==> src/rtl/eight_bit_serial_subtractor_module_pkg.sv <==
// Shared definitions for the bit-serial subtractor: default operand width,
// FSM state encoding and a small sizing helper for the bit counter.
package eight_bit_serial_subtractor_module_pkg;

    // Default operand/result width in bits.
    localparam int DEFAULT_WIDTH = 8;

    // Controller states: waiting, shifting one bit per cycle, result pulse.
    typedef enum logic [1:0] {
        IDLE = 2'b00,
        RUN  = 2'b01,
        DONE = 2'b10
    } state_t;

    // Width of a counter able to index every bit of a w-bit operand.
    // A 1-bit operand still needs a 1-bit counter.
    function automatic int cnt_width(input int w);
        return (w <= 1) ? 1 : $clog2(w);
    endfunction

endpackage

==> src/rtl/eight_bit_serial_subtractor_module_fa.sv <==
// One-bit full adder built from explicit gates; the subtractor uses a single
// instance of it, time-multiplexed over all operand bits.
module full_adder_gatelevel_module (
    input  logic a_bit,
    input  logic b_bit,
    input  logic c_in,
    output logic sum,
    output logic c_out
);

    logic prop;
    logic gen;
    logic prop_carry;

    // Propagate/generate form keeps the carry path to two gate levels.
    assign prop       = a_bit ^ b_bit;
    assign gen        = a_bit & b_bit;
    assign prop_carry = prop & c_in;
    assign sum        = prop ^ c_in;
    assign c_out      = gen | prop_carry;

endmodule

==> src/rtl/eight_bit_serial_subtractor_module.sv <==
// Bit-serial subtractor: a - b computed as a + ~b + 1, LSB first, one bit per
// clock through a single full adder. Results and flags are published only when
// the last bit has been produced, so the outputs never show partial values.
module eight_bit_serial_subtractor_module
    import eight_bit_serial_subtractor_module_pkg::*;
#(
    parameter int WIDTH = DEFAULT_WIDTH
) (
    input  logic             clk,
    input  logic             rst_n,
    input  logic             start,
    input  logic [WIDTH-1:0] a,
    input  logic [WIDTH-1:0] b,
    output logic             busy,
    output logic             done,
    output logic [WIDTH-1:0] diff,
    output logic             borrow,
    output logic             overflow,
    output logic             zero
);

    localparam int               CNT_W    = cnt_width(WIDTH);
    localparam logic [CNT_W-1:0] LAST_BIT = CNT_W'(WIDTH - 1);

    // Controller
    state_t state_reg;
    state_t state_next;
    logic   accept;      // start taken this cycle: latch operands
    logic   step;        // one bit is being produced this cycle
    logic   last_step;   // the bit being produced is the MSB

    // Datapath state
    logic [WIDTH-1:0] a_reg;
    logic [WIDTH-1:0] b_reg;
    logic [WIDTH-1:0] res_reg;
    logic [CNT_W-1:0] cnt_reg;
    logic             carry_reg;

    // Published results
    logic [WIDTH-1:0] diff_reg;
    logic             borrow_reg;
    logic             overflow_reg;
    logic             zero_reg;

    // Per-bit datapath signals
    logic             a_bit;
    logic             b_bit_n;
    logic             fa_sum;
    logic             fa_cout;
    logic [WIDTH-1:0] bit_sel;
    logic [WIDTH-1:0] res_next;
    logic             overflow_next;
    logic             zero_next;

    // Current operand bits; the subtrahend bit is inverted so the adder,
    // seeded with carry 1, performs two's-complement subtraction.
    assign a_bit   = a_reg[cnt_reg];
    assign b_bit_n = ~b_reg[cnt_reg];

    full_adder_gatelevel_module u_fa (
        .a_bit (a_bit),
        .b_bit (b_bit_n),
        .c_in  (carry_reg),
        .sum   (fa_sum),
        .c_out (fa_cout)
    );

    // Decode the bit counter into one-hot lane selects and merge the new sum
    // bit into the partially built result. res_next is therefore the complete
    // difference during the final bit cycle.
    generate
        for (genvar gi = 0; gi < WIDTH; gi++) begin : g_res_lane
            assign bit_sel[gi]  = (cnt_reg == CNT_W'(gi));
            assign res_next[gi] = bit_sel[gi] ? fa_sum : res_reg[gi];
        end
    endgenerate

    // Signed overflow happens only when the operand signs differ and the
    // result sign disagrees with the minuend.
    assign overflow_next = (a_reg[WIDTH-1] ^ b_reg[WIDTH-1]) &
                           (res_next[WIDTH-1] ^ a_reg[WIDTH-1]);
    assign zero_next     = ~(|res_next);

    // State register.
    always_ff @(posedge clk or negedge rst_n) begin
        if (!rst_n) begin
            state_reg <= IDLE;
        end else begin
            state_reg <= state_next;
        end
    end

    // Next-state and control decode; busy/done are pure state decodes so a
    // reset clears them immediately.
    always_comb begin
        state_next = state_reg;
        accept     = 1'b0;
        step       = 1'b0;
        last_step  = 1'b0;
        busy       = 1'b0;
        done       = 1'b0;
        case (state_reg)
            IDLE: begin
                if (start) begin
                    accept     = 1'b1;
                    state_next = RUN;
                end
            end
            RUN: begin
                // start is deliberately not looked at here.
                busy = 1'b1;
                step = 1'b1;
                if (cnt_reg == LAST_BIT) begin
                    last_step  = 1'b1;
                    state_next = DONE;
                end
            end
            DONE: begin
                done = 1'b1;
                if (start) begin
                    accept     = 1'b1;
                    state_next = RUN;
                end else begin
                    state_next = IDLE;
                end
            end
            default: begin
                state_next = IDLE;
            end
        endcase
    end

    // Operand latch, serial result accumulation, carry chain and bit counter.
    always_ff @(posedge clk or negedge rst_n) begin
        if (!rst_n) begin
            a_reg     <= '0;
            b_reg     <= '0;
            res_reg   <= '0;
            cnt_reg   <= '0;
            carry_reg <= 1'b0;
        end else if (accept) begin
            a_reg     <= a;
            b_reg     <= b;
            res_reg   <= '0;
            cnt_reg   <= '0;
            carry_reg <= 1'b1;
        end else if (step) begin
            res_reg   <= res_next;
            carry_reg <= fa_cout;
            cnt_reg   <= cnt_reg + CNT_W'(1);
        end
    end

    // Publish the difference and all flags together on entry to DONE and
    // hold them until the next completed subtraction.
    always_ff @(posedge clk or negedge rst_n) begin
        if (!rst_n) begin
            diff_reg     <= '0;
            borrow_reg   <= 1'b0;
            overflow_reg <= 1'b0;
            zero_reg     <= 1'b0;
        end else if (last_step) begin
            diff_reg     <= res_next;
            borrow_reg   <= ~fa_cout;
            overflow_reg <= overflow_next;
            zero_reg     <= zero_next;
        end
    end

    assign diff     = diff_reg;
    assign borrow   = borrow_reg;
    assign overflow = overflow_reg;
    assign zero     = zero_reg;

endmodule
==> config.mk <==
export PLATFORM = sky130hd
export DESIGN_NAME = eight_bit_serial_subtractor_module
export DESIGN_NICKNAME = d
export VERILOG_FILES = /design/src/rtl/eight_bit_serial_subtractor_module_pkg.sv /design/src/rtl/eight_bit_serial_subtractor_module_fa.sv /design/src/rtl/eight_bit_serial_subtractor_module.sv
export SDC_FILE = /design/constraint.sdc
export NUM_CORES = 1
export LEC_CHECK = 0
export BUFFER_PORTS_ARGS = -buffer_cell sky130_fd_sc_hd__buf_2
export CAP_MARGIN = 20
export CORE_MARGIN = 2
export CORE_UTILIZATION = 40
export DETAILED_ROUTE_END_ITERATION = 10
export GPL_ROUTABILITY_DRIVEN = 0
export PLACE_DENSITY = 0.67
export SYNTH_ARGS = -nofsm -noshare
export SYNTH_HDL_FRONTEND = slang
export SYNTH_SLANG_ARGS = --single-unit
==> constraint.sdc <==
create_clock -name clk -period 5.3 [get_ports clk]
set_clock_uncertainty 0.2 [all_clocks]
set_input_delay 1.06 -clock clk [delete_from_list [all_inputs] [get_ports clk]]
set_output_delay 1.06 -clock clk [all_outputs]
set_load 0.005 [all_outputs]
# [Word level (Yosys, flattened, before mapping)]
# Index checks and enable logic that the tools add are counted.
[classes] n_eq_ne=11 n_bitwise=11 order_cmp=1 n_reduce_logical=6 addsub=1 muxes=28
[op_table] cell="two-way mux 1 bit" count=19
[op_table] cell="two-way mux 8 bit" count=2
[op_table] cell="== test 3 bit, second input constant" count=4
[op_table] cell="OR reduction 8 bit" count=1
[op_table] cell="binary-select mux 1 bit (select 3 bit)" count=2
[op_table] cell="== test 3 x 2 -> 1 bit, second input constant" count=2
[op_table] cell="two-way mux 3 bit" count=2
[op_table] cell="one-hot mux 2 bit (3 select lines)" count=1
[op_table] cell="< comparator 3 x 4 -> 1 bit, second input constant" count=1
[op_table] cell="two-way mux 2 bit" count=2
[op_table] cell="inequality test 2 bit, second input constant" count=2
[op_table] cell="XOR 1 bit" count=4
[op_table] cell="adder 3 x 1 -> 3 bit, second input constant" count=1
[op_table] cell="AND 1 bit" count=3
[op_table] cell="== test 3 x 1 -> 1 bit, second input constant" count=1
[op_table] cell="zero test 3 bit" count=1
[op_table] cell="inverter 1 bit" count=3
[op_table] cell="== test 2 x 1 -> 1 bit, second input constant" count=1
[op_table] cell="== test 2 bit, second input constant" count=1
[op_table] cell="zero test 2 bit" count=1
[op_table] cell="AND reduction 2 bit" count=1
[op_table] cell="nonzero test 2 bit" count=1
[op_table] cell="OR reduction 2 bit" count=1
[op_table] cell="OR 1 bit" count=1
[word_totals] elab_cells=68 reg_bits=41 out_inout_bits=13

# [Depth between registers and ports, before layout]
[depth] depth_word=8 ltp_mapped=9

# [By module]
# From an unflattened synthesis, not the netlist that was laid out.
[unflattened] cells_unflattened=219 hier_area_um2=2054.5
[by_module_without_submodules] mod="eight_bit_serial_subtractor_module" cells_each=218 n_inst=1 seq_area_each_um2=1026.0 area_each_um2=2034.5
[by_module_without_submodules] mod="full_adder_gatelevel_module" cells_each=1 n_inst=1 seq_area_each_um2=0.0 area_each_um2=20.0

# [Worst setup path after synthesis]
# No wires, ideal clock.
[synth_timing] path_type="reg-to-reg" from="register cnt_reg[0]" to="register zero_reg (netlist: zero)" setup_ns=0.104 path_stages_with_launch=9 synth_period_minus_slack_ns=2.664 arrival_time_ns=2.361 path_slack_ns=2.636 cell_sequence="dfrtp_1 > buf_2 > mux4_2 > nand2_1 > nand2_1 > fa_1 > inv_1 > o32a_1 > o41ai_2"
[synth_via] elab_chain_len=8 word_cells_on_any_way=27
[synth_lines] item="start: declaration" line="eight_bit_serial_subtractor_module.sv:36" source="logic [CNT_W-1:0] cnt_reg;"
[synth_lines] item="start signal: assignment" line="eight_bit_serial_subtractor_module.sv:150" source="cnt_reg <= cnt_reg + CNT_W'(1);"
[synth_lines] item="binary-select mux 1 bit (select 3 bit)" line="eight_bit_serial_subtractor_module.sv:58" source="assign b_bit_n = ~b_reg[cnt_reg];"
[synth_lines] item="two-way mux 1 bit (implied by the code)" line="eight_bit_serial_subtractor_module.sv:58"
[synth_lines] item="inverter 1 bit" line="eight_bit_serial_subtractor_module.sv:58"
[synth_lines] item="XOR 1 bit" line="eight_bit_serial_subtractor_module_fa.sv:16" source="assign prop = a_bit ^ b_bit;"
[synth_lines] item="XOR 1 bit" line="eight_bit_serial_subtractor_module_fa.sv:19" source="assign sum = prop ^ c_in;"
[synth_lines] item="two-way mux 1 bit" line="eight_bit_serial_subtractor_module.sv:74" source="assign res_next[gi] = bit_sel[gi] ? fa_sum : res_reg[gi];"
[synth_lines] item="OR reduction 8 bit" line="eight_bit_serial_subtractor_module.sv:82" source="assign zero_next = ~(|res_next);"
[synth_lines] item="inverter 1 bit" line="eight_bit_serial_subtractor_module.sv:82"
[synth_lines] item="end signal: assignment" line="eight_bit_serial_subtractor_module.sv:166" source="zero_reg <= zero_next;"
[synth_lines] item="end: declaration" line="eight_bit_serial_subtractor_module.sv:43" source="logic zero_reg;"
# Parallel ways exist; a longest one is shown, timed or not. The select of a mux whose other input is x is not followed.
# A chain may end at the register's enable or synchronous reset.

# [Worst setup path after layout]
# Ends and elaborated chain as after synthesis.

==> impl_results.md <==
* Syn. warnings at 0
* Area contributors post-synth: dfrtp_1 (50%), nand2_1 (13%), o21ai_0 (4.7%)
* Die height at 75.3 um
* Vias in the first global route at between 1k and 1.5k
* Routed length per instance at 12.6 um
* Top FF cell, synth: dfrtp_1
* Die Footprint at 5670 um2
* Clock latency on the worst-skew pair at 0.29 ns
* # DRC at 0
* Most frequent cell after synthesis: nand2_1
* Largest net degree at the start of global routing at 42
* Req. time, crit path at ~5.3 ns
* Hold Crit Start: b_reg[6]$_DFFE_PN0P_
* Num CTS Buffers at 5
* Crit-path cells: mux4_2 > nand2_1 > nand2_1 > fa_1 > inv_1 > o32a_1 > o41ai_2
* Initial DRC count at approximately 110
* Endpoint type of the worst setup path: register
* Hold buffer count at cts at 0
* CTS tree: done
* Fill cell count at a little under 500
* TNS Setup at 0 ns
* Slowest-stage cell, CP: fa_1
* Initial core utilization at 0.422
* Seq. cell area at 1030 um2
* Total power at approximately 0.0015 W
* Post-synthesis register bit count at 41
* Root buf cell: clkbuf_8
* Area of the core at ~4800 um2
* Area of the multi-input gates at 928 um2
* Post-cts repair resize count at 0
* Leak Pwr at 1.17 nW
* Max Slew Vio Count at 0
* Top-area cell type share of the netlist area at 0.505
* Synth Cell Area at 2030 um2
* Final setup fails at 0
* Cell count after synthesis at 213
* Setup Fix Bufs, Post-CTS at 0
* Hold EP: b_reg[6]$_DFFE_PN0P_
* Via count at about 1.5k
* Most Frequent Cell on Critical Path: nand2_1
* Clk slew on worst S/H paths at about 0.070 ns
* Critical Path Source: cnt_reg[0]$_DFFE_PN0P_
* Synth cell types at 33
* HP Class: register to register
* Overflow after GRT at 0
* R2R depth at 7
* Initial antenna violation count at 0
* Cell row count at 25
* Post-synth EDFFs at 0
* Fmax achieved at 315 MHz
* Reg2Reg Launch Point: cnt_reg[0]$_DFFE_PN0P_
* Max_cap viols at 0
* CP peak stage delay at between 0.7 and 0.8 ns
* Crit path depth at 7
* Clock tree buffer depth at 2
* Sequential fraction of the synthesis area at 0.505
* Final ANT Viol Nets at 0
* Die width at between 70 and 80 um
* DR pass1 iterations at 4
* Slew @ Worst Pin at 0.912 ns
* Post-synth top cells: nand2_1 (69), dfrtp_1 (41), o21ai_0 (19)
* Cell taking the most area after synthesis: dfrtp_1
* Outcome: finished, final reports clean
* Syn nets at about 240
* Synth-to-layout area growth at 13.9%
* Peak supply drop at 0.300 mV
* First-pass GRT wire length at 6750 um
* WL final at 3880 um
* Async SR Flop Fraction at 1.00
* Final period util at 0.598
* ANT cells at 0
* Layout cells sized above 1 at 0.198
* Count of final hold-check violations at 0
* RSZ-0062 raised after global routing: false
* DR vias/cell at 4.91
* Crit path launch type: register
* RR Endpoint: zero$_DFFE_PN0P_
* GRT Util Overall at 0.158
* PwrDens at 651 nW/um2
* Peak fanout along the critical path at 13
* CTS H-tree depth at 2
* I/O Buffers at 31
* Ports at 32
* Total Nets Final at 268
* Hold depth at 2
* Critical Path AT at 3.16 ns
* Rel. slew slack at 0.392
* Crit Path Category: register to register
* Avg Inst Size Synth at 9.55 um2
* Period minus WS final at 3.17 ns
* Hpwl dp at 2650 um
* R2R setup slack at between 2 and 2.5 ns
* Clk sink count at 41
* CP delay by family, top: adder cells
* Worst path bufs/invs at 1
[cells in the final DEF (no fill, tap or decap), types with 3 or more instances in the layout]
master     n
dfrtp_1   41
buf_2     31
nor2b_1    6
inv_1      5
o21ai_0   19
mux4_2     4
clkbuf_8   6
o31ai_1    3
a22o_1     5
nand2_1   69
a21oi_1    8
nand2b_1   8
ha_1       6
nor2_1     7
[stage by stage]
| step | utilization | std cells | hold WS [ns] | setup slack, ns | area (um2) |
|---|---|---|---|---|---|
| global route | 0.481 | 309 | 0.298 | 1.90 | 2320 |
| CTS | 0.481 | 309 | 0.279 | 2.11 | 2320 |
| finish | 0.481 | 309 | 0.273 | 2.13 | 2320 |
| detailed placement | 0.463 | 302 | 0.260 | 2.12 | 2230 |
| floorplan | - | 213 | 0.240 | 2.64 | 2030 |
| global placement | 0.463 | 302 | 0.256 | 2.23 | 2230 |
[metal layers]
metal,vias to the layer above,global-route usage,wire length [um]
li1,764,-,-
met4,0,0.0643,65
met2,33,0.230,1740
met3,8,0.0397,156
met1,711,0.227,1920
met5,-,0,0
[report_power, final]
part	internal [W]	switching [W]	leakage, nW
logic	0.000320	0.000421	0.602
registers	0.000451	0.000112	0.522
clock network	0.000103	0.000101	0.0443
total	0.000874	0.000634	1.17
[area by class of cell]
cell class | instances | area share
clock buffers | 7 | 0.0373
flip-flops and latches | 41 | 0.443
repair buffers | 32 | 0.0702
well taps | 67 | 0.0362
multi-input cells | 155 | 0.401
inverters | 7 | 0.0124
[how the worst max path moves through the flow]
| stage | to | slack, ns |
|---|---|---|
| after floorplan | zero$_DFFE_PN0P_ | 2.64 |
| final | zero$_DFFE_PN0P_ | 2.13 |
| after global routing | zero$_DFFE_PN0P_ | 1.90 |
| after CTS | zero$_DFFE_PN0P_ | 2.11 |
| after detailed placement | zero$_DFFE_PN0P_ | 2.12 |
| after global placement | zero$_DFFE_PN0P_ | 2.23 |
[logic make-up after synthesis]
kind of cell | Yosys count | share of synthesized area
flip-flops | 41 | 0.505
multiplexers | 9 | 0.0708
adder cells (fa/ha/maj) | 7 | 0.0468
AO/OA/AOI/OAI | 44 | 0.136
buffers and inverters | 17 | 0.0388
AND/OR/NAND/NOR | 95 | 0.203
[worst min-delay path, stage by stage, from the launching register on]
cell	delay [ns]
dfrtp_1	0.34
nand2_1	0.05
nand2_1	0.05
Note: power is estimated with default switching activity, not from simulation.
